`config.mk`:
```
export PLATFORM = sky130hd
export DESIGN_NAME = cnn_fmap_collector
export DESIGN_NICKNAME = d
export VERILOG_FILES = /design/src/rtl/cnn_pkg.sv /design/src/rtl/cnn_fmap_fifo.sv /design/src/rtl/cnn_fmap_collector.sv
export SDC_FILE = /design/constraint.sdc
export NUM_CORES = 1
export LEC_CHECK = 0
export ABC_AREA = 0
export ABC_CLOCK_PERIOD_IN_PS = 4800
export CAP_MARGIN = 10
export CORE_UTILIZATION = 55
export CTS_CLUSTER_SIZE = 25
export DETAILED_ROUTE_END_ITERATION = 6
export PLACE_DENSITY = 0.82
export SETUP_SLACK_MARGIN = 0.5
export SLEW_MARGIN = 20
export SYNTH_ARGS = -nofsm -noshare
export SYNTH_HDL_FRONTEND = slang
export SYNTH_HIERARCHICAL = 1
export SYNTH_SLANG_ARGS = --single-unit
export TNS_END_PERCENT = 30
```
`constraint.sdc`:
```
create_clock -name clk -period 4.8 [get_ports clk]
set_input_delay 1.44 -clock clk [delete_from_list [all_inputs] [get_ports clk]]
set_output_delay 1.44 -clock clk [all_outputs]
set_load 0.01 [all_outputs]
```
`src/rtl/cnn_pkg.sv`:
```
// Shared definitions for the CNN output collector: FSM encoding, default
// feature-map geometry and the channel-index width helper.
package cnn_pkg;

    typedef enum logic {
        ST_IDLE = 1'b0,
        ST_SEND = 1'b1
    } state_e;

    localparam int DEF_CO = 3;
    localparam int DEF_OX = 24;
    localparam int DEF_OY = 24;

    function automatic int chan_w(input int co);
        return (co > 1) ? $clog2(co) : 1;
    endfunction

endpackage

```
`src/rtl/cnn_fmap_fifo.sv`:
```
// Synchronous first-word-fall-through FIFO for packed feature-map vectors.
// Pointers carry an extra wrap bit; a push into a full FIFO is ignored unless a pop frees the slot.
module cnn_fmap_fifo #(
    parameter int W     = 60,
    parameter int DEPTH = 4
) (
    input  logic         clk,
    input  logic         reset,
    input  logic         push,
    input  logic         pop,
    input  logic [W-1:0] din,
    output logic         full,
    output logic         empty,
    output logic [W-1:0] dout
);
    localparam int AW = $clog2(DEPTH);
    localparam logic [AW:0] PTR_ONE = 1;

    logic [W-1:0] mem_q [DEPTH];
    logic [AW:0]  wr_ptr_q;
    logic [AW:0]  rd_ptr_q;
    logic         do_push;
    logic         do_pop;

    assign empty   = (wr_ptr_q == rd_ptr_q);
    assign full    = (wr_ptr_q[AW] != rd_ptr_q[AW]) &&
                     (wr_ptr_q[AW-1:0] == rd_ptr_q[AW-1:0]);
    assign do_pop  = pop && !empty;
    assign do_push = push && (!full || do_pop);
    assign dout    = mem_q[rd_ptr_q[AW-1:0]];

    always_ff @(posedge clk) begin
        if (reset) begin
            wr_ptr_q <= '0;
            rd_ptr_q <= '0;
        end else begin
            if (do_push) wr_ptr_q <= wr_ptr_q + PTR_ONE;
            if (do_pop)  rd_ptr_q <= rd_ptr_q + PTR_ONE;
        end
    end

    // Storage needs no reset: the pointers define which entries are live.
    always_ff @(posedge clk) begin
        if (do_push) mem_q[wr_ptr_q[AW-1:0]] <= din;
    end

endmodule

```
`src/rtl/cnn_fmap_collector.sv`:
```
// Buffers CO-channel output vectors and re-emits them one channel per beat.
// Define CNN_COLLECT_SAT_EN to saturate channel values instead of truncating.
module cnn_fmap_collector
    import cnn_pkg::*;
#(
    parameter int CO         = DEF_CO,
    parameter int O_F_BW     = 20,
    parameter int O_BW       = 8,
    parameter int OX         = DEF_OX,
    parameter int OY         = DEF_OY,
    parameter int FIFO_DEPTH = 4
) (
    input  logic                   clk,
    input  logic                   reset,
    input  logic                   i_in_valid,
    input  logic [CO*O_F_BW-1:0]   i_in_fmap,
    output logic                   o_ot_valid,
    input  logic                   i_ot_ready,
    output logic [O_BW-1:0]        o_ot_data,
    output logic [chan_w(CO)-1:0]  o_ot_chan,
    output logic                   o_ot_last,
    output logic                   o_overflow
);
    localparam int VW   = CO * O_F_BW;
    localparam int CW   = chan_w(CO);
    localparam int NPIX = OX * OY;
    localparam int PW   = (NPIX > 1) ? $clog2(NPIX) : 1;
    localparam logic [CW-1:0] CHAN_LAST = CW'(CO - 1);
    localparam logic [PW-1:0] PIX_LAST  = PW'(NPIX - 1);

    state_e          state_q;
    logic [VW-1:0]   hold_q;
    logic [CW-1:0]   chan_q;
    logic [PW-1:0]   pix_q;
    logic            valid_q;
    logic [O_BW-1:0] data_q;
    logic            last_q;
    logic            ovf_q;

    logic            fifo_full;
    logic            fifo_empty;
    logic [VW-1:0]   fifo_dout;
    logic            beat_done;
    logic            pop;
    logic [CW-1:0]   chan_inc;
    logic [PW-1:0]   pix_inc;

    function automatic logic [O_BW-1:0] narrow(input logic [VW-1:0] vec,
                                               input logic [CW-1:0] idx);
        logic [O_F_BW-1:0] v;
        v = vec[idx*O_F_BW +: O_F_BW];
`ifdef CNN_COLLECT_SAT_EN
        if (|v[O_F_BW-1:O_BW]) return '1;
`endif
        return v[O_BW-1:0];
    endfunction

    cnn_fmap_fifo #(
        .W     (VW),
        .DEPTH (FIFO_DEPTH)
    ) u_fifo (
        .clk   (clk),
        .reset (reset),
        .push  (i_in_valid),
        .pop   (pop),
        .din   (i_in_fmap),
        .full  (fifo_full),
        .empty (fifo_empty),
        .dout  (fifo_dout)
    );

    // The hold register reloads either from IDLE or as the last channel is accepted.
    assign beat_done = (state_q == ST_SEND) && i_ot_ready && (chan_q == CHAN_LAST);
    assign pop       = !fifo_empty && ((state_q == ST_IDLE) || beat_done);
    assign chan_inc  = chan_q + CW'(1);
    assign pix_inc   = (pix_q == PIX_LAST) ? '0 : pix_q + PW'(1);

    always_ff @(posedge clk) begin
        if (reset) begin
            state_q <= ST_IDLE;
            hold_q  <= '0;
            chan_q  <= '0;
            pix_q   <= '0;
            valid_q <= 1'b0;
            data_q  <= '0;
            last_q  <= 1'b0;
            ovf_q   <= 1'b0;
        end else begin
            if (i_in_valid && fifo_full && !pop) ovf_q <= 1'b1;
            case (state_q)
                ST_IDLE: begin
                    if (pop) begin
                        hold_q  <= fifo_dout;
                        chan_q  <= '0;
                        state_q <= ST_SEND;
                        valid_q <= 1'b1;
                        data_q  <= narrow(fifo_dout, '0);
                        last_q  <= (CO == 1) && (pix_q == PIX_LAST);
                    end
                end
                ST_SEND: begin
                    if (i_ot_ready) begin
                        if (chan_q != CHAN_LAST) begin
                            chan_q <= chan_inc;
                            data_q <= narrow(hold_q, chan_inc);
                            last_q <= (chan_inc == CHAN_LAST) && (pix_q == PIX_LAST);
                        end else begin
                            pix_q <= pix_inc;
                            if (pop) begin
                                hold_q <= fifo_dout;
                                chan_q <= '0;
                                data_q <= narrow(fifo_dout, '0);
                                last_q <= (CO == 1) && (pix_inc == PIX_LAST);
                            end else begin
                                state_q <= ST_IDLE;
                                valid_q <= 1'b0;
                                last_q  <= 1'b0;
                            end
                        end
                    end
                end
                default: state_q <= ST_IDLE;
            endcase
        end
    end

    assign o_ot_valid = valid_q;
    assign o_ot_data  = data_q;
    assign o_ot_chan  = chan_q;
    assign o_ot_last  = last_q;
    assign o_overflow = ovf_q;

endmodule

```
======== Word level (Yosys, flattened, before mapping) ========
Memory sizes are Yosys's and may differ from the RTL's. A register that Yosys moved wholly into a read port is not among the register bits.
Cells that the tools add are included.
storage, ports and cells
  RAM bits ................................ 240
  input port bits ......................... 64
  memories ................................ 1
  logic and storage cells ................. 78
  output and inout port bits .............. 13
  flip-flop bits (word level) ............. 90
operators by class
  reductions and logical operators ........ 18
  shift operators ......................... 1
  bitwise logic cells ..................... 2
  multiplexer cells ....................... 30
  equality and inequality tests ........... 11
  add/sub/neg operators ................... 4
  multipliers ............................. 1
memory list
  name          depth  bits a word  read ports  clocked after memory_dff  wr ports  line                 RTL
  u_fifo.mem_q  4      60           1           1                         1         cnn_fmap_fifo.sv:19  logic [W-1:0] mem_q [DEPTH];
operators with widths
  kind                                                                number
  60-bit 2-to-1 mux                                                   3
  60-bit case mux with 2 select lines                                 1
  60-bit by 8-bit indexed part select with 8-bit output               1
  8-bit 2-to-1 mux                                                    3
  8-bit case mux with 2 select lines                                  1
  1-bit 2-to-1 mux                                                    12
  10-bit by 1-bit adder with 10-bit output, second input constant     1
  10-bit equality test, second input constant                         1
  10-bit 2-to-1 mux                                                   1
  2-bit 2-to-1 mux                                                    5
  2-bit inequality test, second input constant                        5
  1-bit logical AND                                                   9
  3-bit by 1-bit adder with 3-bit output, second input constant       2
  1-bit case mux with 2 select lines                                  3
  2-bit by 3-bit multiplier with 5-bit output, second input constant  1
  2-bit equality test, second input constant                          2
  2-bit case mux with 2 select lines                                  1
  2-bit AND reduction                                                 2
  4-bit AND reduction                                                 1
  3-bit equality test                                                 1
  1-bit zero test                                                     3
  3-bit AND reduction                                                 1
  2-bit by 1-bit adder with 2-bit output, second input constant       1
  2-bit equality test                                                 1
  3 further kinds                                                     5

======== Depth between registers and ports, before layout ========
Gate-level depths: netlist of run 1.
  depth in word-level cells ............... 9
  mapped depth ............................ 12

======== Modules after synthesis ========
The synthesis of run 1 kept the hierarchy.
modules (own cells, without submodules)
  module              sequential area each (um^2)  times used  area an instance (um^2)  cells an instance
  cnn_fmap_fifo       7,367.1                      1           9,167.5                  369
  cnn_fmap_collector  960.9                        1           2,098.3                  255

======== Least setup slack after synthesis of run 1 ========
Ideal clock, no wire load.
  path kind ............................... input port to flip-flop
  start ................................... in i_ot_ready
  end ..................................... reg u_fifo.wr_ptr_q[2]
  library setup time ...................... 0.130 ns
  stages on the path ...................... 8
  buffers on the path ..................... 2
  setup slack ............................. 0.187 ns
  arrival ................................. 4.483 ns
  cell sequence ........................... a21boi_0 > or2_2 > buf_2 > inv_2 > buf_2 > inv_1 > a41oi_2 > mux2_1
between the ends
  cells in the longest elaborated chain, start to end .. 7
RTL lines
  element                          line                      RTL
  from (decl)                      cnn_fmap_collector.sv:18  input logic i_ot_ready,
  1-bit logical AND (2 in series)  cnn_fmap_collector.sv:73  assign beat_done = (state_q == ST_SEND) && i_ot_ready && (chan_q == CHAN_LAST);
  1-bit logical OR                 cnn_fmap_collector.sv:74  assign pop = !fifo_empty && ((state_q == ST_IDLE) || beat_done);
  1-bit logical AND                cnn_fmap_collector.sv:74
  via pop                          cnn_fmap_collector.sv:44  logic pop;
  1-bit logical AND                cnn_fmap_fifo.sv:28       assign do_pop = pop && !empty;
  1-bit logical OR                 cnn_fmap_fifo.sv:29       assign do_push = push && (!full || do_pop);
  1-bit logical AND                cnn_fmap_fifo.sv:29
  to (signal assigned)             cnn_fmap_fifo.sv:37       if (do_push) wr_ptr_q <= wr_ptr_q + PTR_ONE;
  to (decl)                        cnn_fmap_fifo.sv:20       logic [AW:0] wr_ptr_q;
The timed path passes the listed nets, and every way through them passes these cells.
A chain may end at the register's enable or synchronous reset.

======== Final worst setup path of run 1 ========
  start ................................... in i_ot_ready
  end ..................................... mem u_fifo.mem_q[1][44] (enable)
between the ends
  cells in the longest elaborated chain, start to end .. 9
RTL lines
  element                                 line                      RTL
  1-bit logical AND (2 in series)         cnn_fmap_collector.sv:73
  1-bit logical OR                        cnn_fmap_collector.sv:74
  1-bit logical AND                       cnn_fmap_collector.sv:74
  1-bit logical AND                       cnn_fmap_fifo.sv:28
  1-bit logical OR                        cnn_fmap_fifo.sv:29
  1-bit logical AND                       cnn_fmap_fifo.sv:29
  1-bit 2-to-1 mux                        cnn_fmap_fifo.sv:44       if (do_push) mem_q[wr_ptr_q[AW-1:0]] <= din;
  1-bit 2-to-1 mux (not written as such)  cnn_fmap_fifo.sv:44
  to (decl)                               cnn_fmap_fifo.sv:19
Every way passes these cells.

==> impl_metrics.yaml, run 1 <==
power:
  peakVddDrop_mv: 0.487
  power.density_nw_per_um2: 523
  leakage_uw: 0.00241
hold_path:
  hold_depth: 2
  hp-start: "hold_q[20]"
  hold_class: "flip-flop to flip-flop"
  min_to: "hold_q[20]"
floorplan:
  coreArea_um2: 10800
  die-height_um: 108
  die_area_um2: 11600
  start_util_pct: 56.6
  ioPinCount: 77
  die_w_um: 108
  rows: 38
placed_design:
  dp_hpwl_mm: 7.21
  numPortBuffers: 40
  gp_congestion: 0.817
  dp_cells: 602
timing:
  skew_ns: 0.00531
  max_freq_mhz: 275
  relSlewSlack_pct: 46.9
  fin_setup_tns_ns: 0
  hold_viol_final: 0
  post-route-period-util_pct: 75.7
  finalCriticalPeriod_ns: 3.63
  tightest_slew_ns: 0.795
  maxSlewViolCount: 0
  rsz0062_at_grt: "no"
  setup_viol: 0
worst_setup_path:
  rrSetupSlack_ns: 1.52
  crit_slowest_cell: "clkdlybuf4s50_1"
  r2r_start: "o_ot_chan[0]"
  path_max_fanout: 27
  slowest_delay_ns: 0.63
  worst-setup-path-type: "input pin to flip-flop"
  critPathRequiredTime_ns: 4.98
  path_cells: "clkdlybuf4s50_1 > a21boi_0 > or2_2 > inv_2 > inv_1 > a41oi_2 > and2_1 > buf_4"
  endpoint_kind: "flip-flop"
  cp-start-kind: "input pin"
  worstRegToRegCells: 9
  r2r_end: "u_fifo/mem_q[1][44]"
  critPathArrivalTime_ns: 3.82
detailed_routing:
  antenna_left: 0
  wire_per_inst_um: 18.0
  num_vias: 3581
  drc: 0
  drt-total-wl_mm: 11.4
  vias_per_cell: 5.65
  firstDrtPassIters: 5
  drt_iter0_drc: 294
flow_run:
  drv.max_cap_violation_count: 0
global_route:
  gr-total-overflow: 0
  grt_pass1_wl_mm: 18.6
  grt_pass1_vias: 3633
  grt_usage_pct: 22.1
  grt_antenna_before_repair: 0
  grt_start_max_net_pins: 42
synth:
  netlist_area_um2: 6130
  yosys_warnings: 6
  syn-num-nets: 518
  syn_area_per_cell_um2: 13.8
  postSynthCellCount: 444
clock_tree:
  cts.clk_slew.worst_paths_ns: 0.06
  cts_hold_buf: 0
  cts_made_buffers: 17
  cts_buffer_depth: 2
  clk_latency_ns: 0.52
  root_buffer: "clkbuf_8"
  ctsResizeCount: 0
  cts_setup_buffers: 0
  cts.sinks: 152
  h-tree-depth: 4
  cts_tree: "done"
layout:
  fin_nets: 555
  antenna_cells: 0
  fillCellCount: 749
  area_delta_synth_final_pct: 17.4
  drive_gt1_share_pct: 16.8
  instances_no_fill: 634
run_status:
  status: "finished clean"
## registers in the layout, indices dropped and copies added (netlist names), 2 cells and up, named ones only
register	flops
u_fifo/mem_q	96
hold_q	24
pix_q	10
o_ot_data	8
u_fifo/rd_ptr_q	3
u_fifo/wr_ptr_q	3
o_ot_chan	2
## metal layers
metal / up-vias / wire (um) / global-route usage, %
met3: 15 / 559 / 7.26
li1: 1700 / - / -
met1: 1770 / 4790 / 26.8
met5: - / 0 / 0
met4: 0 / 212 / 7.24
met2: 96 / 5850 / 37.2
## placed cells by master (no fill, tap or decap), types with 2 or more instances in the layout
master	n
edfxtp_1	96
nand2_1	59
dfxtp_1	56
clkdlybuf4s50_1	40
a21oi_1	36
nor2_1	32
mux4_2	24
clkbuf_16	16
inv_1	10
ha_1	10
buf_4	9
xnor2_1	8
mux2_2	8
nor3b_1	8
a221o_1	8
nand2b_1	6
nor2b_1	5
nand3_1	4
clkinvlp_4	4
inv_6	4
nor3_1	3
nand4_1	3
clkinv_4	3
and2_1	3
mux2_1	3
xor2_1	2
nand3b_1	2
a32oi_1	2
nor4_1	2
a31oi_1	2
xnor2_2	2
a41oi_2	2
mux2i_1	2
## how the worst max path moves through the flow
| stage | from | cells past startpoint | to |
|---|---|---|---|
| floorplan | i_ot_ready | 8 | u_fifo/mem_q[0][0] |
| global placement | i_ot_ready | 8 | u_fifo/mem_q[0][7] |
| detailed placement | i_ot_ready | 8 | u_fifo/mem_q[0][45] |
| CTS | i_ot_ready | 8 | u_fifo/mem_q[1][3] |
| global route | i_ot_ready | 8 | u_fifo/mem_q[2][47] |
| finish | i_ot_ready | 8 | u_fifo/mem_q[1][44] |
## cell type report
cell class                 count  area [um2]  share of cell area (%)
inverter                      11        41.3                   0.573
clock buffer                  17         414                    5.75
multi-input combinational    250        1960                    27.2
timing repair buffer          49         468                    6.50
clock inverter                15         141                    1.96
sequential                   152        4000                    55.6
tap                          140         175                    2.43
## metrics by stage
| stage | power (uW) | util [%] | hold WS, ns | instance area [um2] | worst slack (ns) |
|---|---|---|---|---|---|
| floorplan | 2300 | - | 0.432 | 6130 | 1.18 |
| global placement | 2520 | 61.3 | 0.440 | 6650 | 0.757 |
| detailed placement | 2560 | 61.3 | 0.445 | 6650 | 0.717 |
| CTS | 3800 | 66.4 | 0.455 | 7200 | 1.24 |
| global route | 3960 | 66.4 | 0.468 | 7200 | 1.04 |
| finish | 3760 | 66.4 | 0.456 | 7200 | 1.17 |
## critical path: cells and delay by family
kind / cells / cell delay [ns]
buf+inv: 4 / 1.20
simple gates: 2 / 0.70
compound gates: 2 / 0.46
## power breakdown
| group | switching (uW) | internal, uW | leakage, uW | total (uW) |
|---|---|---|---|---|
| Combinational | 472 | 398 | 0.000809 | 869 |
| Sequential | 101 | 1560 | 0.00134 | 1660 |
| Clock | 537 | 696 | 0.000261 | 1230 |
(Power assumes the default switching activity.)
==> inputs of run 2 (changes only) <==
- ABC_CLOCK_PERIOD_IN_PS: 4800 -> 3730
- CORE_UTILIZATION: 55 -> 57
- PLACE_DENSITY: 0.82 -> 0.81
- clock period: 4.8 -> 3.73 ns (I/O delays scaled with it)
==> run 2 against run 1 <==
Net effect: count of clock-buffer cells in the layout up 1; die area is 3.4% lower; sequential power rose by 32%; register-to-register slack worse by 0.56 ns; cell count did not move; non-clock buffer count grew 4; worst hold slack worse by 0.0038 ns; global-route usage rose by 0.68 points; design area increased by 1.0%; combinational power grew 29%; clock power up 36%.
==> impl_metrics.yaml, run 2 (synthesis results as in run 1) <==
layout:
  final_common_cell: "edfxtp_1"
  drive_gt1_share_pct: 17.5
  fillCellCount: 693
  multiInputGateArea_um2: 1960
  fin_nets: 559
  ff_latch_area_um2: 4000
  instances_no_fill: 634
  area_delta_synth_final_pct: 18.7
  layout_common_cells: "edfxtp_1, nand2_1, dfxtp_1"
  antenna_cells: 0
  largest_register_ffs: 96
placed_design:
  dp_cells: 602
  gp_congestion: 0.787
  dp_hpwl_mm: 7.41
  numPortBuffers: 40
  pre_cts_ws_ns: 0.263
detailed_routing:
  wire_per_inst_um: 18.8
  drt_iter0_drc: 275
  antenna_left: 0
  drt-total-wl_mm: 11.9
  vias_per_cell: 5.81
  num_vias: 3686
  firstDrtPassIters: 4
  drc: 0
clock_tree:
  cts.clk_slew.worst_paths_ns: 0.06
  ctsResizeCount: 0
  root_buffer: "clkbuf_8"
  cts_buffer_depth: 2
  cts_made_buffers: 17
  cts.sinks: 152
  cts_hold_buf: 0
  clk_latency_ns: 0.52
  h-tree-depth: 4
  cts_setup_buffers: 0
  cts_tree: "done"
worst_setup_path:
  path_max_fanout: 21
  critPathRequiredTime_ns: 2.61
  crit_family: "flip-flops"
  endpoint_kind: "primary output"
  critPathArrivalTime_ns: 1.98
  critPathBufInv: 1
  cp-start-kind: "flip-flop"
  crit_slowest_cell: "dfxtp_1"
  worst-setup-path-type: "flip-flop to primary output"
  slowest_delay_ns: 0.80
  path_cells: "clkdlybuf4s50_1"
global_route:
  grt_util_met1_pct: 29.3
  grt_pass1_wl_mm: 18.9
  grt_antenna_before_repair: 0
  grt-busiest-layer: "met2"
  globalRouteMet3Util_pct: 6.12
  gr-total-overflow: 0
  grt_use_met2_pct: 37.3
  grt_start_max_net_pins: 38
  grt_usage_pct: 22.8
  grt_pass1_vias: 3674
power:
  pwr-share-clk_pct: 33.5
  p_int_uw: 3520
  power_switching_uw: 1470
  p_sw_share_pct: 29.4
  power.density_nw_per_um2: 685
  leakage_uw: 0.00246
  peakVddDrop_mv: 0.681
  pwr-share-comb_pct: 22.5
  p_seq_share_pct: 44.0
timing:
  finalCriticalPeriod_ns: 3.10
  setup_ws_ns: 0.630
  max_freq_mhz: 323
  relSlewSlack_pct: 34.7
  setup_viol: 0
  rsz0062_at_grt: "no"
  tightest_slew_ns: 0.978
  hold_viol_final: 0
  skew_ns: 0.00809
  post-route-period-util_pct: 83.1
  fin_setup_tns_ns: 0
  maxSlewViolCount: 0
floorplan:
  die_area_um2: 11200
  ioPinCount: 77
  die-height_um: 106
  start_util_pct: 59.1
  rows: 37
  die_w_um: 106
  coreArea_um2: 10400
run_status:
  status: "finished clean"
hold_path:
  hold_class: "flip-flop to flip-flop"
flow_run:
  drv.max_cap_violation_count: 0
## run 2: changes by cell type in the layout (fill, tap and decap cells not counted), sizes merged
cell,previous run,this run
inv,16,18
clkbuf,17,18
bufinv,1,2
clkinv,5,4
buf,9,13
clkinvlp,4,1
## run 2: area by class of cell
cell class / instances / share of cell area (%)
Inverter: 11 / 0.568
Sequential cell: 152 / 55.0
Tap cell: 136 / 2.34
Clock inverter: 14 / 2.20
Multi-Input combinational cell: 250 / 26.9
Clock buffer: 18 / 5.74
Timing Repair Buffer: 53 / 7.19
## run 2: worst paths after layout
kind | start | endpoint | slack (ns) | cells past startpoint
worst max-delay path | o_ot_chan[0] | o_ot_chan[0] | 0.63 | 1
worst min-delay path | hold_q[21] | hold_q[21] | 0.45 | 2
worst max register to register | o_ot_chan[0] | u_fifo/mem_q[1][42] | 0.96 | 9
worst min register to register | hold_q[21] | hold_q[21] | 0.45 | 2
## run 2: per-stage QoR
step | hold slack (ns) | area, um2 | total power [uW] | util [%]
3_5_place_dp | 0.445 | 6700 | 3320 | 64.6
2_1_floorplan | 0.432 | 6130 | 2960 | -
6_report | 0.452 | 7270 | 4980 | 70.1
5_1_grt | 0.477 | 7270 | 5190 | 70.1
3_3_place_gp | 0.440 | 6700 | 3280 | 64.6
4_1_cts | 0.455 | 7270 | 5000 | 70.1
## run 2: worst min-delay path, cell delays in order, from the launching register on
cell and delay (ns):
dfxtp_1 0.30, nand2_1 0.05, a21oi_1 0.05
## run 2: metal layers
layer | wire (um) | share of wire, % | up-vias
met5 | 0 | 0 | -
met4 | 204 | 1.7 | 0
met3 | 627 | 5.3 | 17
met2 | 5960 | 50 | 123
met1 | 5100 | 43 | 1838
li1 | - | - | 1708
## run 2: power groups by stage
stage / logic, uW / clock network, uW / registers (uW)
final: 1120 / 1670 / 2190
after global routing: 1220 / 1750 / 2220
after CTS: 1120 / 1680 / 2190
after detailed placement: 1100 / 0 / 2220
after global placement: 1070 / 0 / 2210
after floorplan: 829 / 0 / 2140
